$ cat config.mk
export PLATFORM = sky130hd
export DESIGN_NAME = m_gen_imm_pipe_flat
export DESIGN_NICKNAME = d
export VERILOG_FILES = /design/src/rtl/m_gen_imm_pipe_if.sv /design/src/rtl/m_gen_imm_pipe.sv /design/src/flat_wrapper.sv
export SDC_FILE = /design/constraint.sdc
export NUM_CORES = 1
export LEC_CHECK = 0
export ABC_CLOCK_PERIOD_IN_PS = 8300
export CAP_MARGIN = 20
export CORE_AREA = 2 2 113 115
export CTS_BUF_LIST = sky130_fd_sc_hd__clkbuf_16
export DETAILED_ROUTE_END_ITERATION = 12
export DIE_AREA = 0 0 115 117
export GPL_ROUTABILITY_DRIVEN = 0
export GPL_TIMING_DRIVEN = 0
export HOLD_SLACK_MARGIN = 0.15
export PLACE_DENSITY = 0.71
export SLEW_MARGIN = 5
export SYNTH_ARGS = -nofsm -noshare
export SYNTH_HDL_FRONTEND = slang
export SYNTH_SLANG_ARGS = --single-unit
$ cat constraint.sdc
create_clock -name w_clk -period 8.3 [get_ports w_clk]
set_input_delay 2.49 -clock w_clk [delete_from_list [all_inputs] [get_ports w_clk]]
set_output_delay 2.49 -clock w_clk [all_outputs]
set_load 0.03 [all_outputs]
$ cat src/rtl/m_gen_imm_pipe_if.sv
// Bus bundle for the immediate-generation pipe: instruction input side,
// flush, decoded-entry output side and the delivered-entry counter.
interface m_gen_imm_pipe_if #(
    parameter int XLEN  = 32,
    parameter int CNT_W = 16
);
    // valid/ready: a transfer happens on a rising edge where valid and ready are
    // both 1; valid never waits for ready, and the payload stays stable while
    // valid=1 and ready=0.
    logic             w_in_valid;
    logic             w_in_ready;
    logic [31:0]      w_ir;
    logic             w_flush;
    logic             w_out_valid;
    logic             w_out_ready;
    logic [XLEN-1:0]  w_imm;
    logic             w_r;
    logic             w_i;
    logic             w_s;
    logic             w_b;
    logic             w_u;
    logic             w_j;
    logic             w_ld;
    logic             w_illegal;
    logic [CNT_W-1:0] w_dec_cnt;

    modport slave (
        input  w_in_valid, w_ir, w_flush, w_out_ready,
        output w_in_ready, w_out_valid, w_imm,
               w_r, w_i, w_s, w_b, w_u, w_j, w_ld, w_illegal, w_dec_cnt
    );

    modport master (
        output w_in_valid, w_ir, w_flush, w_out_ready,
        input  w_in_ready, w_out_valid, w_imm,
               w_r, w_i, w_s, w_b, w_u, w_j, w_ld, w_illegal, w_dec_cnt
    );
endinterface

$ cat src/rtl/m_gen_imm_pipe.sv
// RISC-V immediate/type decoder feeding a 2-entry FIFO; decode happens at
// acceptance and the stored result is presented in acceptance order.
module m_gen_imm_pipe #(
    parameter int XLEN  = 32,
    parameter int CNT_W = 16
) (
    input  logic           w_clk,
    input  logic           w_rst_n,
    m_gen_imm_pipe_if.slave bus
);
    localparam bit IS64 = (XLEN == 64);

    // Flag vector layout: {illegal, ld, j, u, b, s, i, r}
    localparam logic [7:0] F_R   = 8'h01;
    localparam logic [7:0] F_I   = 8'h02;
    localparam logic [7:0] F_S   = 8'h04;
    localparam logic [7:0] F_B   = 8'h08;
    localparam logic [7:0] F_U   = 8'h10;
    localparam logic [7:0] F_J   = 8'h20;
    localparam logic [7:0] F_LD  = 8'h40;
    localparam logic [7:0] F_ILL = 8'h80;

    logic [4:0]      w_op;
    logic [7:0]      w_dec_flg;
    logic [XLEN-1:0] w_dec_imm;
    logic            w_out_vld;
    logic            w_acc;
    logic            w_dlv;
    logic [1:0]      w_occ_nxt;

    logic [1:0]       r_occ;
    logic             r_wptr;
    logic             r_rptr;
    logic             r_in_rdy;
    logic [CNT_W-1:0] r_dec_cnt;
    logic [XLEN-1:0]  r_imm_q [2];
    logic [7:0]       r_flg_q [2];

    assign w_op = bus.w_ir[6:2];

    always_comb begin
        w_dec_flg = F_ILL;
        w_dec_imm = '0;
        if (bus.w_ir[1:0] == 2'b11) begin
            case (w_op)
                5'b01100: w_dec_flg = F_R;
                5'b01110: if (IS64) w_dec_flg = F_R;
                5'b00000, 5'b00011, 5'b00100, 5'b11001, 5'b11100: begin
                    w_dec_flg = (w_op == 5'b00000) ? (F_I | F_LD) : F_I;
                    w_dec_imm = XLEN'($signed(bus.w_ir[31:20]));
                end
                5'b00110: if (IS64) begin
                    w_dec_flg = F_I;
                    w_dec_imm = XLEN'($signed(bus.w_ir[31:20]));
                end
                5'b01000: begin
                    w_dec_flg = F_S;
                    w_dec_imm = XLEN'($signed({bus.w_ir[31:25], bus.w_ir[11:7]}));
                end
                5'b11000: begin
                    w_dec_flg = F_B;
                    w_dec_imm = XLEN'($signed({bus.w_ir[31], bus.w_ir[7], bus.w_ir[30:25],
                                               bus.w_ir[11:8], 1'b0}));
                end
                5'b01101, 5'b00101: begin
                    w_dec_flg = F_U;
                    w_dec_imm = XLEN'($signed({bus.w_ir[31:12], 12'b0}));
                end
                5'b11011: begin
                    w_dec_flg = F_J;
                    w_dec_imm = XLEN'($signed({bus.w_ir[31], bus.w_ir[19:12], bus.w_ir[20],
                                               bus.w_ir[30:21], 1'b0}));
                end
                default: ;
            endcase
        end
    end

    // Flush wins over both transfer directions; a flushed delivery is not counted.
    assign w_out_vld = (r_occ != 2'd0);
    assign w_acc     = bus.w_in_valid & r_in_rdy & ~bus.w_flush;
    assign w_dlv     = w_out_vld & bus.w_out_ready;

    always_comb begin
        w_occ_nxt = r_occ;
        if (bus.w_flush) begin
            w_occ_nxt = 2'd0;
        end else if (w_acc && !w_dlv) begin
            w_occ_nxt = r_occ + 2'd1;
        end else if (!w_acc && w_dlv) begin
            w_occ_nxt = r_occ - 2'd1;
        end
    end

    always_ff @(posedge w_clk or negedge w_rst_n) begin
        if (!w_rst_n) begin
            r_occ     <= 2'd0;
            r_wptr    <= 1'b0;
            r_rptr    <= 1'b0;
            r_in_rdy  <= 1'b0;
            r_dec_cnt <= '0;
        end else begin
            r_occ    <= w_occ_nxt;
            r_in_rdy <= (w_occ_nxt != 2'd2);
            if (bus.w_flush) begin
                r_wptr <= 1'b0;
                r_rptr <= 1'b0;
            end else begin
                if (w_acc) r_wptr <= ~r_wptr;
                if (w_dlv) r_rptr <= ~r_rptr;
                if (w_dlv) r_dec_cnt <= r_dec_cnt + CNT_W'(1);
            end
        end
    end

    // Payload storage needs no reset: it is only visible while occupancy is nonzero.
    always_ff @(posedge w_clk) begin
        if (w_acc) begin
            r_imm_q[r_wptr] <= w_dec_imm;
            r_flg_q[r_wptr] <= w_dec_flg;
        end
    end

    assign bus.w_in_ready  = r_in_rdy;
    assign bus.w_out_valid = w_out_vld;
    assign bus.w_dec_cnt   = r_dec_cnt;
    assign bus.w_imm       = w_out_vld ? r_imm_q[r_rptr] : '0;
    assign bus.w_r         = w_out_vld & r_flg_q[r_rptr][0];
    assign bus.w_i         = w_out_vld & r_flg_q[r_rptr][1];
    assign bus.w_s         = w_out_vld & r_flg_q[r_rptr][2];
    assign bus.w_b         = w_out_vld & r_flg_q[r_rptr][3];
    assign bus.w_u         = w_out_vld & r_flg_q[r_rptr][4];
    assign bus.w_j         = w_out_vld & r_flg_q[r_rptr][5];
    assign bus.w_ld        = w_out_vld & r_flg_q[r_rptr][6];
    assign bus.w_illegal   = w_out_vld & r_flg_q[r_rptr][7];
endmodule

$ cat src/flat_wrapper.sv
// flat-port wrapper written by rule: the top's interface ports become plain ports
module m_gen_imm_pipe_flat 
#(
    parameter int XLEN  = 32,
    parameter int CNT_W = 16
)
  (w_clk, w_rst_n, bus_w_in_valid, bus_w_ir, bus_w_flush, bus_w_out_ready, bus_w_in_ready, bus_w_out_valid, bus_w_imm, bus_w_r, bus_w_i, bus_w_s, bus_w_b, bus_w_u, bus_w_j, bus_w_ld, bus_w_illegal, bus_w_dec_cnt);
  m_gen_imm_pipe_if #(.XLEN(XLEN), .CNT_W(CNT_W)) bus_i ();
  input  logic w_clk;
  input  logic w_rst_n;
  input wire logic [$bits(bus_i.w_in_valid)-1:0] bus_w_in_valid;
  input wire logic [$bits(bus_i.w_ir)-1:0] bus_w_ir;
  input wire logic [$bits(bus_i.w_flush)-1:0] bus_w_flush;
  input wire logic [$bits(bus_i.w_out_ready)-1:0] bus_w_out_ready;
  output wire logic [$bits(bus_i.w_in_ready)-1:0] bus_w_in_ready;
  output wire logic [$bits(bus_i.w_out_valid)-1:0] bus_w_out_valid;
  output wire logic [$bits(bus_i.w_imm)-1:0] bus_w_imm;
  output wire logic [$bits(bus_i.w_r)-1:0] bus_w_r;
  output wire logic [$bits(bus_i.w_i)-1:0] bus_w_i;
  output wire logic [$bits(bus_i.w_s)-1:0] bus_w_s;
  output wire logic [$bits(bus_i.w_b)-1:0] bus_w_b;
  output wire logic [$bits(bus_i.w_u)-1:0] bus_w_u;
  output wire logic [$bits(bus_i.w_j)-1:0] bus_w_j;
  output wire logic [$bits(bus_i.w_ld)-1:0] bus_w_ld;
  output wire logic [$bits(bus_i.w_illegal)-1:0] bus_w_illegal;
  output wire logic [$bits(bus_i.w_dec_cnt)-1:0] bus_w_dec_cnt;
  assign bus_i.w_in_valid = bus_w_in_valid;
  assign bus_i.w_ir = bus_w_ir;
  assign bus_i.w_flush = bus_w_flush;
  assign bus_i.w_out_ready = bus_w_out_ready;
  assign bus_w_in_ready = bus_i.w_in_ready;
  assign bus_w_out_valid = bus_i.w_out_valid;
  assign bus_w_imm = bus_i.w_imm;
  assign bus_w_r = bus_i.w_r;
  assign bus_w_i = bus_i.w_i;
  assign bus_w_s = bus_i.w_s;
  assign bus_w_b = bus_i.w_b;
  assign bus_w_u = bus_i.w_u;
  assign bus_w_j = bus_i.w_j;
  assign bus_w_ld = bus_i.w_ld;
  assign bus_w_illegal = bus_i.w_illegal;
  assign bus_w_dec_cnt = bus_i.w_dec_cnt;
  m_gen_imm_pipe #(.XLEN(XLEN), .CNT_W(CNT_W)) u_core (.w_clk(w_clk), .w_rst_n(w_rst_n), .bus(bus_i));
endmodule
; ---- Yosys cells after proc, flatten, opt, wreduce, memory -nomap -nowiden
; Memory sizes are Yosys's and may differ from the RTL's.
; Cells that the tools add are included.
[op_classes]
addsub = 3
eq_ne = 12
muxes = 15
bitwise = 14
reduce_logical = 11
[ops]
columns = operator, n
row1 = 32-bit case mux with 5 select lines, 1
row2 = 32-bit two-way mux, 2
row3 = 8-bit case mux with 6 select lines, 1
row4 = 5-bit == test (second input constant), 4
row5 = 16-bit by 1-bit adder with 16-bit output (second input constant), 1
row6 = 5-bit by 4-bit == test with 1-bit output (second input constant), 3
row7 = 1-bit AND, 11
row8 = 5-bit by 3-bit == test with 1-bit output (second input constant), 2
row9 = 8-bit two-way mux, 1
row10 = 7-bit two-way mux, 1
row11 = 1-bit two-way mux, 6
row12 = 2-bit two-way mux, 3
row13 = 2-bit nonzero test, 3
row14 = 5-bit by 2-bit == test with 1-bit output (second input constant), 1
row15 = 5-bit zero test, 1
row16 = 5-bit OR reduction, 1
row17 = 1-bit NOT, 3
row18 = 2-bit by 1-bit adder with 2-bit output (second input constant), 1
row19 = 2-bit == test (second input constant), 1
row20 = 1-bit logical AND, 2
row21 = 1-bit zero test, 2
row22 = 2-bit != test (second input constant), 1
row23 = 2-bit AND reduction, 1
row24 = 2-bit OR reduction, 1
row25 = 2-bit by 1-bit subtractor with 2-bit output (second input constant), 1
[totals]
regBits = 21
ram_bits = 80
input_bits = 37
output_inout_bits = 58
word_cells = 62
memories = 2
[memory_table]
columns = memory, words, width, rd, rd_clocked_by_memory_dff, write_ports, line
row1 = u_core.r_imm_q, 2, 32, 1, 0, 1, m_gen_imm_pipe.sv:36  ; logic [XLEN-1:0] r_imm_q [2];
row2 = u_core.r_flg_q, 2, 8, 1, 0, 1, m_gen_imm_pipe.sv:37  ; logic [7:0] r_flg_q [2];

; ---- Depth between registers and ports, before layout
; Gate-level depths: netlist of run 1.
[depth]
ltp_word = 8
depth_mapped = 8
depth_no_buf = 6

; ---- Worst setup path before layout of run 1
; No wires, ideal clock.
[synth_path]
kind = input-to-reg
startpoint = in bus_w_flush
endpoint = mem u_core.r_flg_q[0][0], enable pin
t_arrival_ns = 4.622
t_required_ns = 7.862
slack_ns = 3.241
stages = 3
path_cell_list = buf_2 nand3b_1 nor2_1
[synth_between]
elab_chain_cells = 4
[synth_rtl]
columns = item, line
row1 = "start, declared", flat_wrapper.sv:13  ; input wire logic [$bits(bus_i.w_flush)-1:0] bus_w_flush;
row2 = 1-bit NOT (no line), n/a
row3 = 1-bit AND, m_gen_imm_pipe.sv:81  ; assign w_acc = bus.w_in_valid & r_in_rdy & ~bus.w_flush;
row4 = 1-bit two-way mux, m_gen_imm_pipe.sv:118  ; if (w_acc) begin
row5 = 1-bit two-way mux (implied by the code), m_gen_imm_pipe.sv:120  ; r_flg_q[r_wptr] <= w_dec_flg;
row6 = "end, declared", m_gen_imm_pipe.sv:37
; No other way between the ends.

; ---- Worst setup path in the final report of run 1
[layout_path]
startpoint = reg u_core.r_occ[0]
endpoint = out bus_w_imm[30]
[layout_between]
elab_chain_cells = 2
[layout_rtl]
columns = item, line
row1 = "start, declared", m_gen_imm_pipe.sv:31  ; logic [1:0] r_occ;
row2 = "start signal, assigned", m_gen_imm_pipe.sv:103  ; r_occ <= w_occ_nxt;
row3 = 2-bit nonzero test, m_gen_imm_pipe.sv:80  ; assign w_out_vld = (r_occ != 2'd0);
row4 = 32-bit two-way mux, m_gen_imm_pipe.sv:127  ; assign bus.w_imm = w_out_vld ? r_imm_q[r_rptr] : '0;
row5 = "end, declared", flat_wrapper.sv:17  ; output wire logic [$bits(bus_i.w_imm)-1:0] bus_w_imm;
; No other way between the ends.

==> flow_summary.toml, run 1 <==
[synthesis]
synthTopCellsByCount = "edfxtp_1 (80), nor2_1 (51), mux2i_1 (41), dfrtp_1 (21), a21o_1 (19)"
synthFlopType = "edfxtp_1"
netlist_instances = 378
synth-edff-count = 80
synth.net_count = 417
yosys.area.top_type_share = 0.504
synthTopCellsByArea = "edfxtp_1 (50%), dfrtp_1 (11%), mux2i_1 (8.6%)"
synth_area_sq_um = 4760
synth_area_leader_cell = "edfxtp_1"
synth-seq-cells = 101
async_reset_ff_frac = 0.208
avgSynthCellArea_sq_um = 12.6
yosysMostFrequentCell = "edfxtp_1"
synth_warnings = 0
synth_cell_types = 52
yosysSeqAreaShare = 0.615

[floorplanning]
dieArea_sq_um = 13500
io_pins = 95
start_util = 0.387
rows = 41
core-area_sq_um = 12300
die_h_microns = 117
dieWidth_microns = 115

[setup_path]
cp-end-kind = "primary output"
crit_family = "buffers and inverters"
crit_path_max_fanout = 10
crit_start = "u_core.r_occ[0]"
cpMostUsedCell = "clkbuf_1"
regToRegStartpoint = "u_core.r_occ[0]"
path_cells = "inv_1, ha_1, clkbuf_1, clkbuf_1, nor2_1, clkdlybuf4s50_1"
cp.buffers_inverters = 4
startpoint_type = "flip-flop"
critPathArrivalTime_ps = 2580
crit_type = "flip-flop to primary output"
cp_slowest_cell = "clkdlybuf4s50_1"
cpPeakStageDelay_ps = 610
cp_data_required_time_ps = 5810

[clock_network]
clock_latency_ps = 350
cts_made_buffers = 9
ctsHtreeMaxLevel = 3
cts_resized = 0
cts-hold-fix-buffers = 0
cts.clk_slew.worst_paths_ps = 70
root_buffer = "clkbuf_16"
post-cts-setup-buffers = 0
cts_tree = "done"
clock-sinks = 101
clk_path_buf_depth = 2

[power_and_ir_drop]
power_density_nw_per_um2 = 290
leakage_nw = 2.39
ir_worst_vdd_v = 0.000126

[grt]
grt_max_degree = 37
grt.total_usage = 0.160
overflow = 0
grt_pass1_wl_microns = 16400
antenna_found_initial = 0
grt_pass1_vias = 3288

[timing]
min_period_ps = 5070
setup_slack_ps = 3230
report.final.slew_viol_count = 0
fmax_mhz = 197
slew_headroom = 0.357
worst_pin_slew_ps = 962
tns_ps = 0
finalSetupViolations = 0
skew_ps = 6.07
hold_viol = 0
period_share = 0.611
rsz0062_at_grt = "no"

[detailed_routing]
routed_wl_microns = 10600
viasPerCell = 5.19
detail_route.iter0.violations = 201
antenna_left = 0
vias = 3314
route.detailed.drc = 0
routedWlPerCell_microns = 16.5
drtPass1Iterations = 4

[placed_design]
preCtsSetupSlack_ps = 3580
dp_hpwl_microns = 7560
port_buffers = 92

[final_layout]
fill_cells = 1087
drive_gt1_frac = 0.0922
fin_nets = 522
syn_to_final_growth_pct = 31.2
diodes = 0

[min_path]
hold_start = "u_core.bus.w_dec_cnt[15]"
hold_path_class = "flip-flop to flip-flop"

[run_status]
status = "completed"

[run]
cap_viol_max_count = 0
registers in the layout, indices dropped and copies added, names as in the netlist:
signal	flops
u_core.bus.w_dec_cnt	16
u_core.bus.w_in_ready	1
u_core.r_flg_q	16
u_core.r_imm_q	64
u_core.r_occ	2
u_core.r_rptr	1
u_core.r_wptr	1
layer usage:
| layer | part of all wire | track usage | vias to the layer above |
|---|---|---|---|
| li1 | - | - | 1589 |
| met1 | 0.44 | 0.206 | 1606 |
| met2 | 0.49 | 0.265 | 103 |
| met3 | 0.055 | 0.0345 | 16 |
| met4 | 0.020 | 0.0627 | 0 |
| met5 | 0 | 0 | - |
power by group:
| group | switching, mW | internal (mW) | leakage (nW) |
|---|---|---|---|
| Clock | 0.192 | 0.269 | 0.161 |
| Combinational | 0.434 | 0.291 | 1.19 |
| Sequential | 0.0288 | 0.598 | 1.03 |
cell usage in the layout, fill, tap and decap left out, types with 4 or more instances in the layout:
cell	n
dfrtp_1	21
mux2i_1	41
a21oi_1	5
a21o_1	19
xnor2_1	13
and3_1	10
o22ai_1	4
buf_2	11
o21ai_0	5
nor3_1	7
nand3_1	17
nand2_1	16
inv_1	7
clkbuf_1	8
a31oi_1	6
clkbuf_16	9
clkdlybuf4s50_1	92
xor2_1	7
nor2_1	50
edfxtp_1	80
final timing paths:
path	endpoint	slack [ps]	cells past startpoint
max	bus_w_imm[30]	3230	6
min	u_core.bus.w_dec_cnt[15]	470	1
max reg2reg	u_core.bus.w_dec_cnt[10]	6180	7
min reg2reg	u_core.bus.w_dec_cnt[15]	470	1
max in group asynchronous	u_core.bus.w_in_ready	5040	1
min in group asynchronous	u_core.bus.w_dec_cnt[6]	2680	1
cell families after synthesis:
logic type | share of synthesized area
XOR/XNOR | 0.0368
flip-flops | 0.615
multiplexers | 0.0932
AO/OA/AOI/OAI | 0.0756
adder cells (fa/ha/maj) | 0.00525
buffers and inverters | 0.0323
AND/OR/NAND/NOR | 0.142
final cells by class:
type	count	area, sq um	area share
Sequential cell	101	2930	0.468
Multi-Input combinational cell	246	1690	0.270
Timing Repair Buffer	94	961	0.154
Clock buffer	9	225	0.0360
Tap cell	150	188	0.0300
Buffer	24	128	0.0204
Clock inverter	7	104	0.0166
Inverter	7	26.3	0.00420
metrics by stage:
| stage | cells | utilization | area (sq um) | hold WS (ps) | power [mW] |
|---|---|---|---|---|---|
| floorplan | 378 | - | 4760 | 519 | 1.08 |
| global placement | 620 | 0.477 | 5870 | 458 | 1.35 |
| detailed placement | 622 | 0.481 | 5920 | 465 | 1.37 |
| CTS | 638 | 0.508 | 6250 | 475 | 1.83 |
| global route | 638 | 0.508 | 6250 | 514 | 1.90 |
| finish | 638 | 0.508 | 6250 | 471 | 1.81 |
Power figures use the tool's default switching activity.
==> inputs of run 2 (changes only) <==
--- a/config.mk
+++ b/config.mk
@@ -5,7 +5,7 @@
 export SDC_FILE = /design/constraint.sdc
 export NUM_CORES = 1
 export LEC_CHECK = 0
-export ABC_CLOCK_PERIOD_IN_PS = 8300
+export ABC_CLOCK_PERIOD_IN_PS = 4300
 export CAP_MARGIN = 20
 export CORE_AREA = 2 2 113 115
 export CTS_BUF_LIST = sky130_fd_sc_hd__clkbuf_16
@@ -14,7 +14,7 @@
 export GPL_ROUTABILITY_DRIVEN = 0
 export GPL_TIMING_DRIVEN = 0
 export HOLD_SLACK_MARGIN = 0.15
-export PLACE_DENSITY = 0.71
+export PLACE_DENSITY = 0.74
 export SLEW_MARGIN = 5
 export SYNTH_ARGS = -nofsm -noshare
 export SYNTH_HDL_FRONTEND = slang
==> constraint.sdc (replaced) <==
create_clock -name w_clk -period 4.3 [get_ports w_clk]
set_input_delay 1.29 -clock w_clk [delete_from_list [all_inputs] [get_ports w_clk]]
set_output_delay 1.29 -clock w_clk [all_outputs]
set_load 0.03 [all_outputs]
==> run 2 against run 1 <==
Against the previous run: hold slack gained 17 ps; flip-flop and latch count is the same; sequential share of layout area is essentially flat; combinational power grew 94%; cell area is essentially flat; total power grew 92%; routed wire length shrank 1.5%; sequential power grew 93%; critical path depth is the same; clock skew grew 1.9 ps; largest cell class unchanged.
==> flow_summary.toml, run 2 (synthesis results as in run 1) <==
[setup_path]
r2r_cells = 7
startpoint_type = "flip-flop"
cp-end-kind = "primary output"
crit_start = "u_core.r_occ[0]"
r2r_slack_ps = 2260
crit_type = "flip-flop to primary output"
regToRegStartpoint = "u_core.r_occ[0]"
crit_path_max_fanout = 10
r2r_end = "u_core.bus.w_dec_cnt[10]"
critPathArrivalTime_ps = 2560
cp_data_required_time_ps = 3010
endpoint = "bus_w_imm[23]"

[placed_design]
dp_hpwl_microns = 7410
postPlaceCellArea_sq_um = 5930
port_buffers = 92

[grt]
grt_max_degree = 33
antenna_found_initial = 0
grt_pass1_vias = 3323
grt.total_usage = 0.161
grt_pass1_wl_microns = 16700
overflow = 0

[clock_network]
cts_made_buffers = 9
clock-sinks = 101
clk_path_buf_depth = 2
post-cts-setup-buffers = 0
root_buffer = "clkbuf_16"
clock_latency_ps = 340
cts-hold-fix-buffers = 0
ctsHtreeMaxLevel = 3
cts_tree = "done"
cts_resized = 0
cts.clk_slew.worst_paths_ps = 70

[final_layout]
final_common_cell = "clkdlybuf4s50_1"
seq_area_sq_um = 2930
syn_to_final_growth_pct = 31.2
stdcell_area_sq_um = 6250
drive_gt1_frac = 0.0903
diodes = 0
fin_nets = 522
fill_cells = 1096
largest_reg_flops = 64
layout_common_cells = "clkdlybuf4s50_1 (92), edfxtp_1 (80), nor2_1 (50)"
multiInputGateArea_sq_um = 1690
top_register = "u_core.r_imm_q"

[min_path]
hold_path_depth = 1
hold_path_class = "flip-flop to flip-flop"

[floorplanning]
rows = 41
start_util = 0.387
io_pins = 95
die_h_microns = 117
core-area_sq_um = 12300
dieArea_sq_um = 13500
dieWidth_microns = 115

[timing]
finalSetupViolations = 0
min_period_ps = 3850
fmax_mhz = 259
rsz0062_at_grt = "no"
hold_viol = 0
timing.hold.ws_ps = 488
period_share = 0.896
slew_headroom = 0.373
worst_pin_slew_ps = 938
skew_ps = 7.94
report.final.slew_viol_count = 0

[run_status]
status = "completed"

[detailed_routing]
drtPass1Iterations = 4
routedWlPerCell_microns = 16.3
viasPerCell = 5.25
vias = 3343
detail_route.iter0.violations = 186
route.detailed.drc = 0
antenna_left = 0
routed_wl_microns = 10400

[power_and_ir_drop]
power_density_nw_per_um2 = 558
leakage_nw = 2.38
ir_worst_vdd_v = 0.000230
total_power_mw = 3.48

[run]
cap_viol_max_count = 0
run 2: changes by cell type in the layout (fill, tap and decap cells not counted), sizes merged:
cell      delta
clkinvlp     +1
clkinv       -1
inv          -1
run 2: critical path, stage by stage, from the launching register on:
cell and delay (ps):
dfrtp_1 410, inv_1 130, ha_1 160, clkbuf_1 310
clkbuf_1 460, nor2_1 130, clkdlybuf4s50_1 630
run 2: area by class of cell:
type | count | share of cell area
Timing Repair Buffer | 94 | 0.155
Clock inverter | 6 | 0.0150
Sequential cell | 101 | 0.469
Clock buffer | 9 | 0.0361
Buffer | 24 | 0.0204
Multi-Input combinational cell | 246 | 0.271
Inverter | 7 | 0.00421
Tap cell | 150 | 0.0300
run 2: worst min path at each step:
stage	end	startpoint	slack, ps
after floorplan	u_core.r_wptr	u_core.r_wptr	520
after global placement	u_core.bus.w_dec_cnt[15]	u_core.bus.w_dec_cnt[15]	460
after detailed placement	u_core.bus.w_dec_cnt[15]	u_core.bus.w_dec_cnt[15]	480
after CTS	u_core.bus.w_dec_cnt[15]	u_core.bus.w_dec_cnt[15]	490
after global routing	u_core.bus.w_dec_cnt[15]	u_core.bus.w_dec_cnt[15]	510
final	u_core.bus.w_dec_cnt[15]	u_core.bus.w_dec_cnt[15]	490
run 2: per-stage QoR:
stage / setup TNS, ps / setup WS [ps] / utilization / cells
detailed placement: 0 / 844 / 0.482 / 622
global route: 0 / 261 / 0.507 / 637
floorplan: 0 / 441 / - / 378
global placement: -44240 / -1110 / 0.477 / 620
CTS: 0 / 455 / 0.507 / 637
finish: 0 / 445 / 0.507 / 637
run 2: per-layer routing:
| layer | GRT usage | part of all wire | wire, microns | vias to the layer above |
|---|---|---|---|---|
| met2 | 0.270 | 0.49 | 5090 | 99 |
| met3 | 0.0324 | 0.051 | 532 | 15 |
| met5 | 0 | 0 | 0 | - |
| met1 | 0.206 | 0.44 | 4620 | 1625 |
| met4 | 0.0643 | 0.015 | 152 | 0 |
| li1 | - | - | - | 1604 |
run 2: where the power goes:
group / leakage (nW) / internal (mW) / switching, mW
clock: 0.153 / 0.512 / 0.351
combinational: 1.20 / 0.564 / 0.844
sequential: 1.03 / 1.15 / 0.0581
total: 2.38 / 2.23 / 1.25
